**src/rtl/tk_pkg.sv**
```systemverilog
// Shared constants and helpers for the timekeeper datapath.
package tk_pkg;

  typedef enum logic [1:0] {
    SEL_NONE = 2'd0,
    SEL_SEC  = 2'd1,
    SEL_MIN  = 2'd2,
    SEL_HOUR = 2'd3
  } tk_sel_e;

  localparam int unsigned SEC_MAX  = 59;
  localparam int unsigned MIN_MAX  = 59;
  localparam int unsigned HOUR_MAX = 23;

  // 0 -> 12, 13..23 -> h-12, 1..12 unchanged
  function automatic logic [4:0] hour_to_12h(input logic [4:0] h);
    if (h == 5'd0)
      return 5'd12;
    else if (h > 5'd12)
      return h - 5'd12;
    else
      return h;
  endfunction

endpackage

```
**src/rtl/timekeeper_dp_if.sv**
```systemverilog
// Command/display bundle between the command decoder and the timekeeper datapath.
interface timekeeper_dp_if;
    logic       i_run;
    logic       i_clear;
    logic       i_mode12;
    logic [1:0] i_set_sel;
    logic       i_inc;
    logic       i_dec;
    logic [6:0] o_msec;
    logic [5:0] o_sec;
    logic [5:0] o_min;
    logic [4:0] o_hour;
    logic       o_pm;
    logic       o_day_tick;

    modport master (
        output i_run, i_clear, i_mode12, i_set_sel, i_inc, i_dec,
        input  o_msec, o_sec, o_min, o_hour, o_pm, o_day_tick
    );

    modport slave (
        input  i_run, i_clear, i_mode12, i_set_sel, i_inc, i_dec,
        output o_msec, o_sec, o_min, o_hour, o_pm, o_day_tick
    );
endinterface

```
**src/rtl/tk_field_counter.sv**
```systemverilog
// One modulo-(MAX+1) time field: clear > inc/dec set > carry advance.
module tk_field_counter #(
    parameter int unsigned MAX  = 59,
    parameter int unsigned INIT = 0
) (
    input  logic                       clk,
    input  logic                       rst,
    input  logic                       clr,
    input  logic                       inc,
    input  logic                       dec,
    input  logic                       carry_in,
    output logic [$clog2(MAX+1)-1:0]   value,
    output logic                       carry_out
);
    localparam int unsigned W = $clog2(MAX + 1);
    localparam logic [W-1:0] MAX_V  = W'(MAX);
    localparam logic [W-1:0] INIT_V = W'(INIT);

    always_ff @(posedge clk or posedge rst) begin
        if (rst)
            value <= INIT_V;
        else if (clr)
            value <= INIT_V;
        else if (inc && !dec)
            value <= (value == MAX_V) ? '0 : value + W'(1);
        else if (dec && !inc)
            value <= (value == '0) ? MAX_V : value - W'(1);
        else if (carry_in)
            value <= (value == MAX_V) ? '0 : value + W'(1);
    end

    assign carry_out = carry_in && (value == MAX_V);
endmodule

```
**src/rtl/timekeeper_dp.sv**
```systemverilog
// Centisecond prescaler feeding a msec/sec/min/hour cascade with set, clear and 12/24 h display.
module timekeeper_dp
    import tk_pkg::*;
#(
    parameter int unsigned CLK_FREQ  = 100_000_000,
    parameter int unsigned TICK_HZ   = 100,
    parameter int unsigned INIT_HOUR = 12,
    parameter int unsigned INIT_MIN  = 0,
    parameter int unsigned INIT_SEC  = 0
) (
    input logic            clk,
    input logic            rst,
    timekeeper_dp_if.slave bus
);
    localparam int unsigned DIV = CLK_FREQ / TICK_HZ;
    localparam int unsigned PW  = $clog2(DIV);
    localparam int unsigned MW  = $clog2(TICK_HZ);

    logic [PW-1:0] presc;
    logic          tick;
    logic          set_taken;
    logic          tick_eff;
    logic          ms_carry, sec_carry, min_carry, hour_carry;
    logic [MW-1:0] msec_v;
    logic [5:0]    sec_v, min_v;
    logic [4:0]    hour_v;
    logic          day_tick;

    assign tick = bus.i_run && !bus.i_clear && (presc == PW'(DIV - 1));

    always_ff @(posedge clk or posedge rst) begin
        if (rst)
            presc <= '0;
        else if (bus.i_clear)
            presc <= '0;
        else if (bus.i_run)
            presc <= tick ? '0 : presc + PW'(1);
    end

    // A taken set swallows this cycle's tick; the prescaler still wraps.
    assign set_taken = (bus.i_set_sel != SEL_NONE) && (bus.i_inc ^ bus.i_dec);
    assign tick_eff  = tick && !set_taken;

    tk_field_counter #(.MAX(TICK_HZ - 1), .INIT(0)) u_msec (
        .clk(clk), .rst(rst), .clr(bus.i_clear || set_taken),
        .inc(1'b0), .dec(1'b0), .carry_in(tick_eff),
        .value(msec_v), .carry_out(ms_carry)
    );

    tk_field_counter #(.MAX(SEC_MAX), .INIT(INIT_SEC)) u_sec (
        .clk(clk), .rst(rst), .clr(bus.i_clear),
        .inc(bus.i_set_sel == SEL_SEC && bus.i_inc),
        .dec(bus.i_set_sel == SEL_SEC && bus.i_dec),
        .carry_in(ms_carry),
        .value(sec_v), .carry_out(sec_carry)
    );

    tk_field_counter #(.MAX(MIN_MAX), .INIT(INIT_MIN)) u_min (
        .clk(clk), .rst(rst), .clr(bus.i_clear),
        .inc(bus.i_set_sel == SEL_MIN && bus.i_inc),
        .dec(bus.i_set_sel == SEL_MIN && bus.i_dec),
        .carry_in(sec_carry),
        .value(min_v), .carry_out(min_carry)
    );

    tk_field_counter #(.MAX(HOUR_MAX), .INIT(INIT_HOUR)) u_hour (
        .clk(clk), .rst(rst), .clr(bus.i_clear),
        .inc(bus.i_set_sel == SEL_HOUR && bus.i_inc),
        .dec(bus.i_set_sel == SEL_HOUR && bus.i_dec),
        .carry_in(min_carry),
        .value(hour_v), .carry_out(hour_carry)
    );

    always_ff @(posedge clk or posedge rst) begin
        if (rst)
            day_tick <= 1'b0;
        else if (bus.i_clear)
            day_tick <= 1'b0;
        else
            day_tick <= hour_carry;
    end

    assign bus.o_msec     = 7'(msec_v);
    assign bus.o_sec      = sec_v;
    assign bus.o_min      = min_v;
    assign bus.o_hour     = bus.i_mode12 ? hour_to_12h(hour_v) : hour_v;
    assign bus.o_pm       = (hour_v >= 5'd12);
    assign bus.o_day_tick = day_tick;
endmodule

```
**src/flat_wrapper.sv**
```systemverilog
// flat-port wrapper written by rule: the top's interface ports become plain ports
module timekeeper_dp_flat import tk_pkg::*;
#(
    parameter int unsigned CLK_FREQ  = 100_000_000,
    parameter int unsigned TICK_HZ   = 100,
    parameter int unsigned INIT_HOUR = 12,
    parameter int unsigned INIT_MIN  = 0,
    parameter int unsigned INIT_SEC  = 0
)
  (clk, rst, bus_i_run, bus_i_clear, bus_i_mode12, bus_i_set_sel, bus_i_inc, bus_i_dec, bus_o_msec, bus_o_sec, bus_o_min, bus_o_hour, bus_o_pm, bus_o_day_tick);
  timekeeper_dp_if bus_i ();
  input logic clk;
  input logic rst;
  input wire logic [$bits(bus_i.i_run)-1:0] bus_i_run;
  input wire logic [$bits(bus_i.i_clear)-1:0] bus_i_clear;
  input wire logic [$bits(bus_i.i_mode12)-1:0] bus_i_mode12;
  input wire logic [$bits(bus_i.i_set_sel)-1:0] bus_i_set_sel;
  input wire logic [$bits(bus_i.i_inc)-1:0] bus_i_inc;
  input wire logic [$bits(bus_i.i_dec)-1:0] bus_i_dec;
  output wire logic [$bits(bus_i.o_msec)-1:0] bus_o_msec;
  output wire logic [$bits(bus_i.o_sec)-1:0] bus_o_sec;
  output wire logic [$bits(bus_i.o_min)-1:0] bus_o_min;
  output wire logic [$bits(bus_i.o_hour)-1:0] bus_o_hour;
  output wire logic [$bits(bus_i.o_pm)-1:0] bus_o_pm;
  output wire logic [$bits(bus_i.o_day_tick)-1:0] bus_o_day_tick;
  assign bus_i.i_run = bus_i_run;
  assign bus_i.i_clear = bus_i_clear;
  assign bus_i.i_mode12 = bus_i_mode12;
  assign bus_i.i_set_sel = bus_i_set_sel;
  assign bus_i.i_inc = bus_i_inc;
  assign bus_i.i_dec = bus_i_dec;
  assign bus_o_msec = bus_i.o_msec;
  assign bus_o_sec = bus_i.o_sec;
  assign bus_o_min = bus_i.o_min;
  assign bus_o_hour = bus_i.o_hour;
  assign bus_o_pm = bus_i.o_pm;
  assign bus_o_day_tick = bus_i.o_day_tick;
  timekeeper_dp #(.CLK_FREQ(CLK_FREQ), .TICK_HZ(TICK_HZ), .INIT_HOUR(INIT_HOUR), .INIT_MIN(INIT_MIN), .INIT_SEC(INIT_SEC)) u_core (.clk(clk), .rst(rst), .bus(bus_i));
endmodule
```
**config.mk**
```make
export PLATFORM = sky130hd
export DESIGN_NAME = timekeeper_dp_flat
export DESIGN_NICKNAME = d
export VERILOG_FILES = /design/src/rtl/tk_pkg.sv /design/src/rtl/timekeeper_dp_if.sv /design/src/rtl/tk_field_counter.sv /design/src/rtl/timekeeper_dp.sv /design/src/flat_wrapper.sv
export SDC_FILE = /design/constraint.sdc
export NUM_CORES = 1
export LEC_CHECK = 0
export BUFFER_PORTS_ARGS = -buffer_cell sky130_fd_sc_hd__buf_2
export CELL_PAD_IN_SITES_DETAIL_PLACEMENT = 1
export CELL_PAD_IN_SITES_GLOBAL_PLACEMENT = 1
export CORE_MARGIN = 2
export CORE_UTILIZATION = 35
export DETAILED_ROUTE_END_ITERATION = 6
export PLACE_DENSITY_LB_ADDON = 0.05
export SYNTH_ARGS = -nofsm -noshare
export SYNTH_HDL_FRONTEND = slang
export SYNTH_SLANG_ARGS = --single-unit
```
**constraint.sdc**
```tcl
create_clock -name clk -period 2.6 [get_ports clk]
set_clock_uncertainty 0.05 [all_clocks]
set_input_delay 0.13 -clock clk [delete_from_list [all_inputs] [get_ports clk]]
set_output_delay 0.13 -clock clk [all_outputs]
set_load 0.02 [all_outputs]
```
* After elaboration in Yosys (flattened, before gate mapping)
Index checks and enable logic that the tools add are counted.
** Word-level totals
- Bits in registers :: 45
- Input bits :: 9
** Cells by class
- $add $sub $neg :: 9
- Magnitude comparators :: 2
- Equality and inequality tests :: 8
- Multiplexer cells :: 28
- Bitwise logic cells :: 1
- Reductions and logical operators :: 38
** Operators with widths (number)
- $mux W6 :: 12
- $mux W20 :: 3
- $mux W5 :: 9
- $mux W7 :: 3
- $add A20 B1 Y20 const B :: 1
- $eq A20 B20 Y1 const B :: 1
- $logic_and A1 B1 Y1 :: 20
- $add A6 B1 Y6 const B :: 2
- $eq A6 B6 Y1 const B :: 2
- $logic_not A6 Y1 :: 2
- $reduce_bool A4 Y1 :: 3
- $sub A6 B1 Y6 const B :: 2
- $logic_not A1 Y1 :: 8
- $add A7 B1 Y7 const B :: 1
- $eq A7 B7 Y1 const B :: 1
- $reduce_bool A2 Y1 :: 3
- $add A5 B1 Y5 const B :: 1
- $eq A5 B5 Y1 const B :: 1
- $ge A5 B4 Y1 const B :: 1
- $gt A5 B4 Y1 const B :: 1
- $logic_not A5 Y1 :: 1
- $sub A5 B1 Y5 const B :: 1
- $sub A5 B4 Y5 const B :: 1
- $eq A2 B2 Y1 const B :: 2
- other kinds (4) :: 4

* Logic depth before layout (Yosys ltp)
Gate-level depths: netlist of the first run.
- Depth in word-level cells :: 11
- Mapped depth :: 10

* Modules after synthesis
A second synthesis of the first run with hierarchy kept.
** Second synthesis, totals
- Cell total of the unflattened synthesis :: 470
- Area, all modules :: 3893.7 um^2
** By module, submodules not included
- timekeeper_dp :: instances 1, cells each 186, area an instance 1517.7 um^2, seq. area each 525.5 um^2
- tk_field_counter (u_core.u_min ...) :: instances 2, cells each 76, area an instance 623.1 um^2, seq. area each 150.1 um^2
- tk_field_counter (u_core.u_msec) :: instances 1, cells each 81, area an instance 670.6 um^2, seq. area each 175.2 um^2
- tk_field_counter (u_core.u_hour) :: instances 1, cells each 51, area an instance 459.2 um^2, seq. area each 127.6 um^2

* Worst setup path before layout of the first run
No wires, ideal clock.
- Kind :: flip-flop to flip-flop
- From :: reg u_core.presc[10]
- To :: reg u_core.u_msec.value[5]
- Setup time :: 0.072 ns
- Data arrival time :: 2.160 ns
- Required time :: 2.478 ns
- Setup slack :: 0.318 ns
- Cell stages (with the launch flop) :: 7
- Path buffers :: 1
- Path through :: dfrtp_1 or4b_1 or3_1 clkbuf_1 nor4_1 mux2_2 nor2_1
** On the way
- Longest elaborated chain between the ends :: 4
** Ends and longest elaborated chain
- from (decl) :: RTL line timekeeper_dp.sv:19 : logic [PW-1:0] presc;
- from (signal assigned) :: RTL line timekeeper_dp.sv:37 : presc <= tick ? '0 : presc + PW'(1);
- $eq A20 B20 Y1 :: RTL line timekeeper_dp.sv:29 : assign tick = bus.i_run && !bus.i_clear && (presc == PW'(DIV - 1));
- $logic_and A1 B1 Y1 :: RTL line timekeeper_dp.sv:29
- $logic_and A1 B1 Y1 :: RTL line timekeeper_dp.sv:42 : assign tick_eff = tick && !set_taken;
- $reduce_bool A2 Y1 (no line)
- to (signal assigned) :: RTL line tk_field_counter.sv:25 : value <= (value == MAX_V) ? '0 : value + W'(1);
- to (signal assigned) :: RTL line tk_field_counter.sv:27 : value <= (value == '0) ? MAX_V : value - W'(1);
- to (signal assigned) :: RTL line tk_field_counter.sv:29 : value <= (value == MAX_V) ? '0 : value + W'(1);
- to (decl) :: RTL line tk_field_counter.sv:12 : output logic [$clog2(MAX+1)-1:0] value,
No other way between the ends.
A chain may end at the register's enable or synchronous reset.

* Final worst setup path of the first run
- From :: reg u_core.presc[11]
- To :: reg u_core.u_msec.value[5]
The elaborated chain is that of the path after synthesis.

==> results of run 1 <==
==> per-stage QoR <==
| step | instances | instance area, sq um | utilization [%] | hold slack, ns | setup slack, ns |
|---|---|---|---|---|---|
| after CTS | 586 | 3870 | 41.7 | 0.177 | 0.185 |
| final | 586 | 3880 | 41.8 | 0.179 | 0.196 |
| after floorplan | 410 | 3360 | - | 0.272 | 0.318 |
| after global placement | 576 | 3760 | 40.5 | 0.182 | 0.222 |
| after global routing | 586 | 3880 | 41.8 | 0.208 | 0.0563 |
| after detailed placement | 576 | 3760 | 40.5 | 0.188 | 0.202 |
==> cell usage after synthesis, types with 4 or more instances <==
cell type	instances
and2_1	7
a31oi_1	14
dfrtp_1	43
a22o_1	7
and4_1	4
clkbuf_1	11
nand3_1	18
nand4_1	11
or3_1	4
nor2_1	28
o21ai_0	26
nor4_1	5
and3_1	6
a211oi_1	6
nor2b_1	8
ha_1	18
a21oi_1	27
o31ai_1	4
xnor2_1	11
nor3_1	12
nand2_1	51
inv_1	22
==> routing by layer <==
layer  GRT usage [%]  up-vias  share of wire, %
met1            26.4     1597                48
met3            2.60        7               2.0
li1                -     1604                 -
met2            33.8       33                49
met4            3.69        0              0.74
met5               0        -                 0
==> timing repair <==
| action | in CTS | in global routing |
|---|---|---|
| endpoints found under the hold margin | 23 | 0 |
| setup endpoints to repair | 0 | 2 |
| hold buffers | 2 | 0 |
| resized for setup | 0 | 2 |
==> critical path: cells and delay by family (launching register included) <==
kind	cells	cell delay, ns
muxes	1	0.36
DFF	1	0.46
and+or+nand+nor	4	1.48
==> flip-flops by register name, summed over array words and instances (netlist names) <==
| name | cells |
|---|---|
| u_core.bus.o_day_tick | 1 |
| u_core.presc | 20 |
| u_core.u_hour.value | 5 |
| u_core.u_min.value | 6 |
| u_core.u_msec.value | 7 |
| u_core.u_sec.value | 6 |
==> worst max path at each step <==
| stage | start | to | slack [ns] | cells past startpoint |
|---|---|---|---|---|
| after floorplan | u_core.presc[10] | u_core.u_msec.value[5] | 0.32 | 6 |
| after global placement | u_core.presc[15] | u_core.u_min.value[0] | 0.22 | 6 |
| after detailed placement | u_core.presc[11] | u_core.u_msec.value[5] | 0.20 | 5 |
| after CTS | u_core.presc[11] | u_core.u_msec.value[5] | 0.19 | 5 |
| after global routing | u_core.u_msec.value[3] | u_core.u_sec.value[0] | 0.06 | 5 |
| final | u_core.presc[11] | u_core.u_msec.value[5] | 0.20 | 5 |
==> cell families after synthesis <==
kind of cell	synth area share, %
simple gates	27.7
compound gates	22.8
flops	33.6
buf+inv	4.25
fa+ha+maj	6.70
xor+xnor	3.65
mux	1.30
==> power groups by stage <==
| stage | Sequential (mW) | Combinational (mW) | Clock (mW) |
|---|---|---|---|
| 2_1_floorplan | 0.782 | 0.308 | 0 |
| 3_3_place_gp | 0.784 | 0.447 | 0 |
| 3_5_place_dp | 0.785 | 0.452 | 0 |
| 4_1_cts | 0.771 | 0.458 | 0.477 |
| 5_1_grt | 0.779 | 0.511 | 0.513 |
| 6_report | 0.773 | 0.452 | 0.462 |
==> cell type report <==
| type | count | area (sq um) | area share, % |
|---|---|---|---|
| flip-flops and latches | 45 | 1130 | 29.1 |
| well taps | 129 | 161 | 4.16 |
| clock buffers | 8 | 90.1 | 2.32 |
| inverters | 22 | 82.6 | 2.13 |
| multi-input cells | 329 | 2100 | 54.1 |
| repair buffers | 53 | 318 | 8.19 |
==> results.py, run 1 <==
metrics = {
    "drt": {
        "drt_iter0_markers": 84,
        "wl_microns": 9580,
        "num_vias": 3241,
        "drt-wirelength-per-cell_microns": 16.4,
        "dr.pass1.iters": 4,
        "drc": 0,
        "viasPerCell": 5.53,
        "antenna_left": 0,
    },
    "placement": {
        "numPortBuffers": 34,
        "hpwlAfterDp_microns": 7210,
        "place.gp.congestion": 0.773,
    },
    "floorplan": {
        "core_sq_um": 9280,
        "row_count": 35,
        "die_x_microns": 102,
        "dieArea_sq_um": 10400,
        "start_util_pct": 36.2,
        "die_h_microns": 102,
        "boundaryPins": 35,
    },
    "critical_path": {
        "worst_setup_path_end_kind": "flip-flop",
        "worst_path_max_delay_cell": "or4b_1",
        "r2r_cells": 5,
        "crit_fanout": 9,
        "startpoint_type": "flip-flop",
        "r2r_end": "u_core.u_msec.value[5]",
        "required_ns": 2.79,
        "slowest_delay_ns": 0.56,
        "arrival_ns": 2.59,
        "rrSetupSlack_ns": 0.20,
        "path_cells": "or4b_1, or3_1, nor4_2, mux2_2, nor2_1",
        "critPathKind": "flip-flop to flip-flop",
        "r2r_start": "u_core.presc[11]",
    },
    "synth": {
        "ys_seq_area_share_pct": 33.6,
        "synth_top_area_share_pct": 32.0,
        "ys_warn_count": 0,
        "synthCells": 410,
        "ys_ff_latch": 45,
        "synth_fp_nets": 437,
        "synth_area_leader_cell": "dfrtp_1",
        "synth_edf_count": 0,
        "avgSynthCellArea_sq_um": 8.19,
        "netlist_top_cells_area": "dfrtp_1 (32%), ha_1 (6.7%), nand2_1 (5.7%)",
        "synthFlopType": "dfrtp_1",
        "netlist_area_sq_um": 3360,
        "ys_types": 59,
        "async_reset_ff_share_pct": 100,
    },
    "pwr": {
        "switching_share_pct": 33.7,
        "comb_power_share_pct": 26.8,
        "power.density_nw_per_um2": 434,
        "clkPwrFrac_pct": 27.4,
        "max-vdd-ir-drop_mv": 0.174,
        "power.total_mw": 1.69,
        "seqPwrFrac_pct": 45.8,
        "internal-power_mw": 1.12,
        "p_switching_uw": 569,
        "leakagePower_nw": 1.63,
    },
    "clocking": {
        "clkTransAtPathRegs_ns": 0.09,
        "cts_sinks": 45,
        "numCtsBuffers": 5,
        "worst_skew_pair.late_latency_ns": 0.30,
        "htreeDepth": 2,
        "tritoncts": "done",
        "clk_path_buf_depth": 2,
        "cts-root-buf": "clkbuf_8",
        "cts_setup_buffers": 0,
    },
    "layout": {
        "mostFrequentLayoutCell": "nand2_1",
        "layout.nets": 483,
        "fillers": 1138,
        "final_cell_mix": "nand2_1 (51), dfrtp_1 (43), buf_2 (34), nor2_1 (28), a21oi_1 (27)",
        "area_growth_pct": 15.5,
        "drive_gt1_share_pct": 15.5,
        "diodes": 0,
    },
    "status": {
        "status": "finished clean",
    },
    "sta": {
        "rsz0062_at_grt": "false",
        "setup_violations": 0,
        "max_freq_ghz": 0.416,
        "tns_ns": 0,
        "hold_viol_final": 0,
        "period_needed_ns": 2.40,
        "period_share_pct": 92.5,
        "slew_headroom_pct": 49.6,
        "maxSlewViolCount": 0,
        "worst_slew_pin_slew_ns": 0.746,
    },
    "global_routing": {
        "grt_pass1_vias": 3324,
        "grtUsageTotal_pct": 19.5,
        "antenna_found_initial": 0,
        "grt_max_degree": 26,
        "grt_overflow": 0,
        "grt_pass1_wl_microns": 16400,
    },
    "hold_path": {
        "hold_path_end": "u_core.presc[6]",
        "hold_class": "primary input to flip-flop",
        "hold_depth": 4,
        "worstHoldStart": "bus_i_run",
    },
    "flow_run": {
        "cap_violations": 0,
    },
}
Power figures use the tool's default switching activity.
==> run 2: changes to the inputs <==
--- a/config.mk
+++ b/config.mk
@@ -5,13 +5,14 @@
 export SDC_FILE = /design/constraint.sdc
 export NUM_CORES = 1
 export LEC_CHECK = 0
-export BUFFER_PORTS_ARGS = -buffer_cell sky130_fd_sc_hd__buf_2
+export BUFFER_PORTS_ARGS = -buffer_cell sky130_fd_sc_hd__clkbuf_2
 export CELL_PAD_IN_SITES_DETAIL_PLACEMENT = 1
 export CELL_PAD_IN_SITES_GLOBAL_PLACEMENT = 1
 export CORE_MARGIN = 2
 export CORE_UTILIZATION = 35
 export DETAILED_ROUTE_END_ITERATION = 6
 export PLACE_DENSITY_LB_ADDON = 0.05
+export SLEW_MARGIN = 40
 export SYNTH_ARGS = -nofsm -noshare
 export SYNTH_HDL_FRONTEND = slang
 export SYNTH_SLANG_ARGS = --single-unit
==> run 2 against run 1 <==
Effect of this change:
- fmax is 4.5% lower
- first-iteration DRC count shrank 4.8%
- cell count down 0.34%
- design area is 0.71% lower
- worst hold slack better by 0.027 ns
- wire length up 1.5%
- count of clock-buffer cells in the layout is 2 lower
- combinational power hardly changed
- largest cell class unchanged
- total power down 1.2%
- non-clock buffer count down 2
- die area did not move
- utilization down 0.30 points
==> results.py, run 2 (synthesis results as in run 1) <==
metrics = {
    "critical_path": {
        "worst_setup_path_end_kind": "flip-flop",
        "crit_fanout": 8,
        "r2r_cells": 6,
        "slowest_delay_ns": 0.47,
        "arrival_ns": 2.70,
        "critPathKind": "flip-flop to flip-flop",
        "worst_path_max_delay_cell": "dfrtp_1",
        "startpoint_type": "flip-flop",
        "path_cells": "or3b_1, nor4_1, a31oi_1, buf_4, a211o_1, a21oi_1",
        "required_ns": 2.78,
    },
    "pwr": {
        "leakagePower_nw": 1.61,
        "power.density_nw_per_um2": 432,
        "max-vdd-ir-drop_mv": 0.169,
        "power.total_mw": 1.67,
    },
    "floorplan": {
        "start_util_pct": 36.2,
        "die_h_microns": 102,
        "die_x_microns": 102,
        "dieArea_sq_um": 10400,
        "boundaryPins": 35,
        "row_count": 35,
        "core_sq_um": 9280,
    },
    "layout": {
        "area_growth_pct": 14.7,
        "diodes": 0,
        "mostFrequentLayoutCell": "nand2_1",
        "layout.nets": 481,
        "final_cell_mix": "nand2_1 (51), dfrtp_1 (43), clkbuf_2 (34), nor2_1 (28), a21oi_1 (27)",
        "regMostFlops": "u_core.presc",
        "drive_gt1_share_pct": 15.4,
        "fin_util_pct": 41.5,
        "largest_register_ffs": 20,
        "largestRegisters": "u_core.presc x20, u_core.u_msec.value x7",
    },
    "clocking": {
        "numCtsBuffers": 5,
        "cts-root-buf": "clkbuf_8",
        "clk_path_buf_depth": 2,
        "tritoncts": "done",
        "cts_sinks": 45,
        "clkTransAtPathRegs_ns": 0.09,
        "worst_skew_pair.late_latency_ns": 0.31,
        "htreeDepth": 2,
    },
    "sta": {
        "setup_violations": 0,
        "hold_viol_final": 0,
        "period_needed_ns": 2.52,
        "whs_ns": 0.206,
        "rsz0062_at_grt": "false",
        "max_freq_ghz": 0.397,
        "setup_ws_ns": 0.0838,
        "worst_slew_pin_slew_ns": 0.706,
        "maxSlewViolCount": 0,
        "slew_headroom_pct": 52.8,
        "period_share_pct": 96.8,
        "tns_ns": 0,
    },
    "drt": {
        "wl_microns": 9730,
        "drt_iter0_markers": 80,
        "viasPerCell": 5.65,
        "num_vias": 3301,
        "drc": 0,
        "dr.pass1.iters": 4,
        "antenna_left": 0,
        "drt-wirelength-per-cell_microns": 16.7,
    },
    "global_routing": {
        "grt_pass1_vias": 3247,
        "grt_overflow": 0,
        "antenna_found_initial": 0,
        "grt_max_degree": 46,
        "grt_pass1_wl_microns": 16400,
        "grtUsageTotal_pct": 19.5,
    },
    "placement": {
        "place.gp.congestion": 0.785,
        "dpl_worst_slack_ns": 0.129,
        "hpwlAfterDp_microns": 7270,
        "numPortBuffers": 34,
    },
    "status": {
        "status": "finished clean",
    },
    "hold_path": {
        "hold_depth": 4,
        "hold_class": "primary input to flip-flop",
    },
    "flow_run": {
        "cap_violations": 0,
    },
}
## run 2: cell count changes in the layout (fill, tap and decap cells not counted), sizes merged
cell         change
clkbuf          +32
buf             -35
clkinv           +2
dlygate4sd3      -1
## run 2: worst max-delay path, delay by kind of cell, from the launching register on
kind	cells	cell delay (ns)
and+or+nand+nor	2	0.93
DFF	1	0.47
buffers and inverters	1	0.26
AOI/OAI and AO/OA	3	0.73
## run 2: path summary, 6_finish.rpt
path                       slack (ns)        startpoint                endpoint
max                              0.08  u_core.presc[15]   u_core.u_min.value[0]
min in group asynchronous        0.37               rst  u_core.u_hour.value[1]
min reg2reg                      0.46   u_core.presc[5]         u_core.presc[5]
max in group asynchronous        1.71               rst         u_core.presc[9]
max reg2reg                      0.08  u_core.presc[15]   u_core.u_min.value[0]
min                              0.21         bus_i_run         u_core.presc[6]
## run 2: what timing repair did
item / in CTS / in global routing
endpoints found under the setup margin: 0 / 1
hold endpoints to repair: 43 / 0
hold buffers: 1 / 0
gates resized for setup: 0 / 2
buffers inserted: 0 / 0
## run 2: through the flow
stage | instances | area [sq um]
finish | 584 | 3850
global route | 584 | 3850
CTS | 584 | 3850
global placement | 575 | 3750
floorplan | 410 | 3360
detailed placement | 575 | 3750
## run 2: routing by layer
metal | vias to the layer above | routed length (microns) | track usage, %
li1 | 1604 | - | -
met1 | 1650 | 4760 | 27.0
met2 | 37 | 4670 | 32.4
met3 | 10 | 204 | 2.87
met4 | 0 | 97 | 4.62
met5 | - | 0 | 0
## run 2: cell type report
| class | count | area, sq um |
|---|---|---|
| inverter | 22 | 85.1 |
| tap | 129 | 161 |
| multi-input combinational | 329 | 2100 |
| clock inverter | 2 | 10.0 |
| timing repair buffer | 51 | 300 |
| clock buffer | 6 | 72.6 |
| fill | 1166 | 5430 |
| sequential | 45 | 1130 |
## run 2: report_power, final
group          internal, mW  leakage (nW)  total [mW]  switching [mW]
registers             0.730         0.615       0.772          0.0424
logic                 0.169         0.952       0.454           0.285
clock network         0.187        0.0450       0.440           0.253
total                  1.09          1.61        1.67           0.580
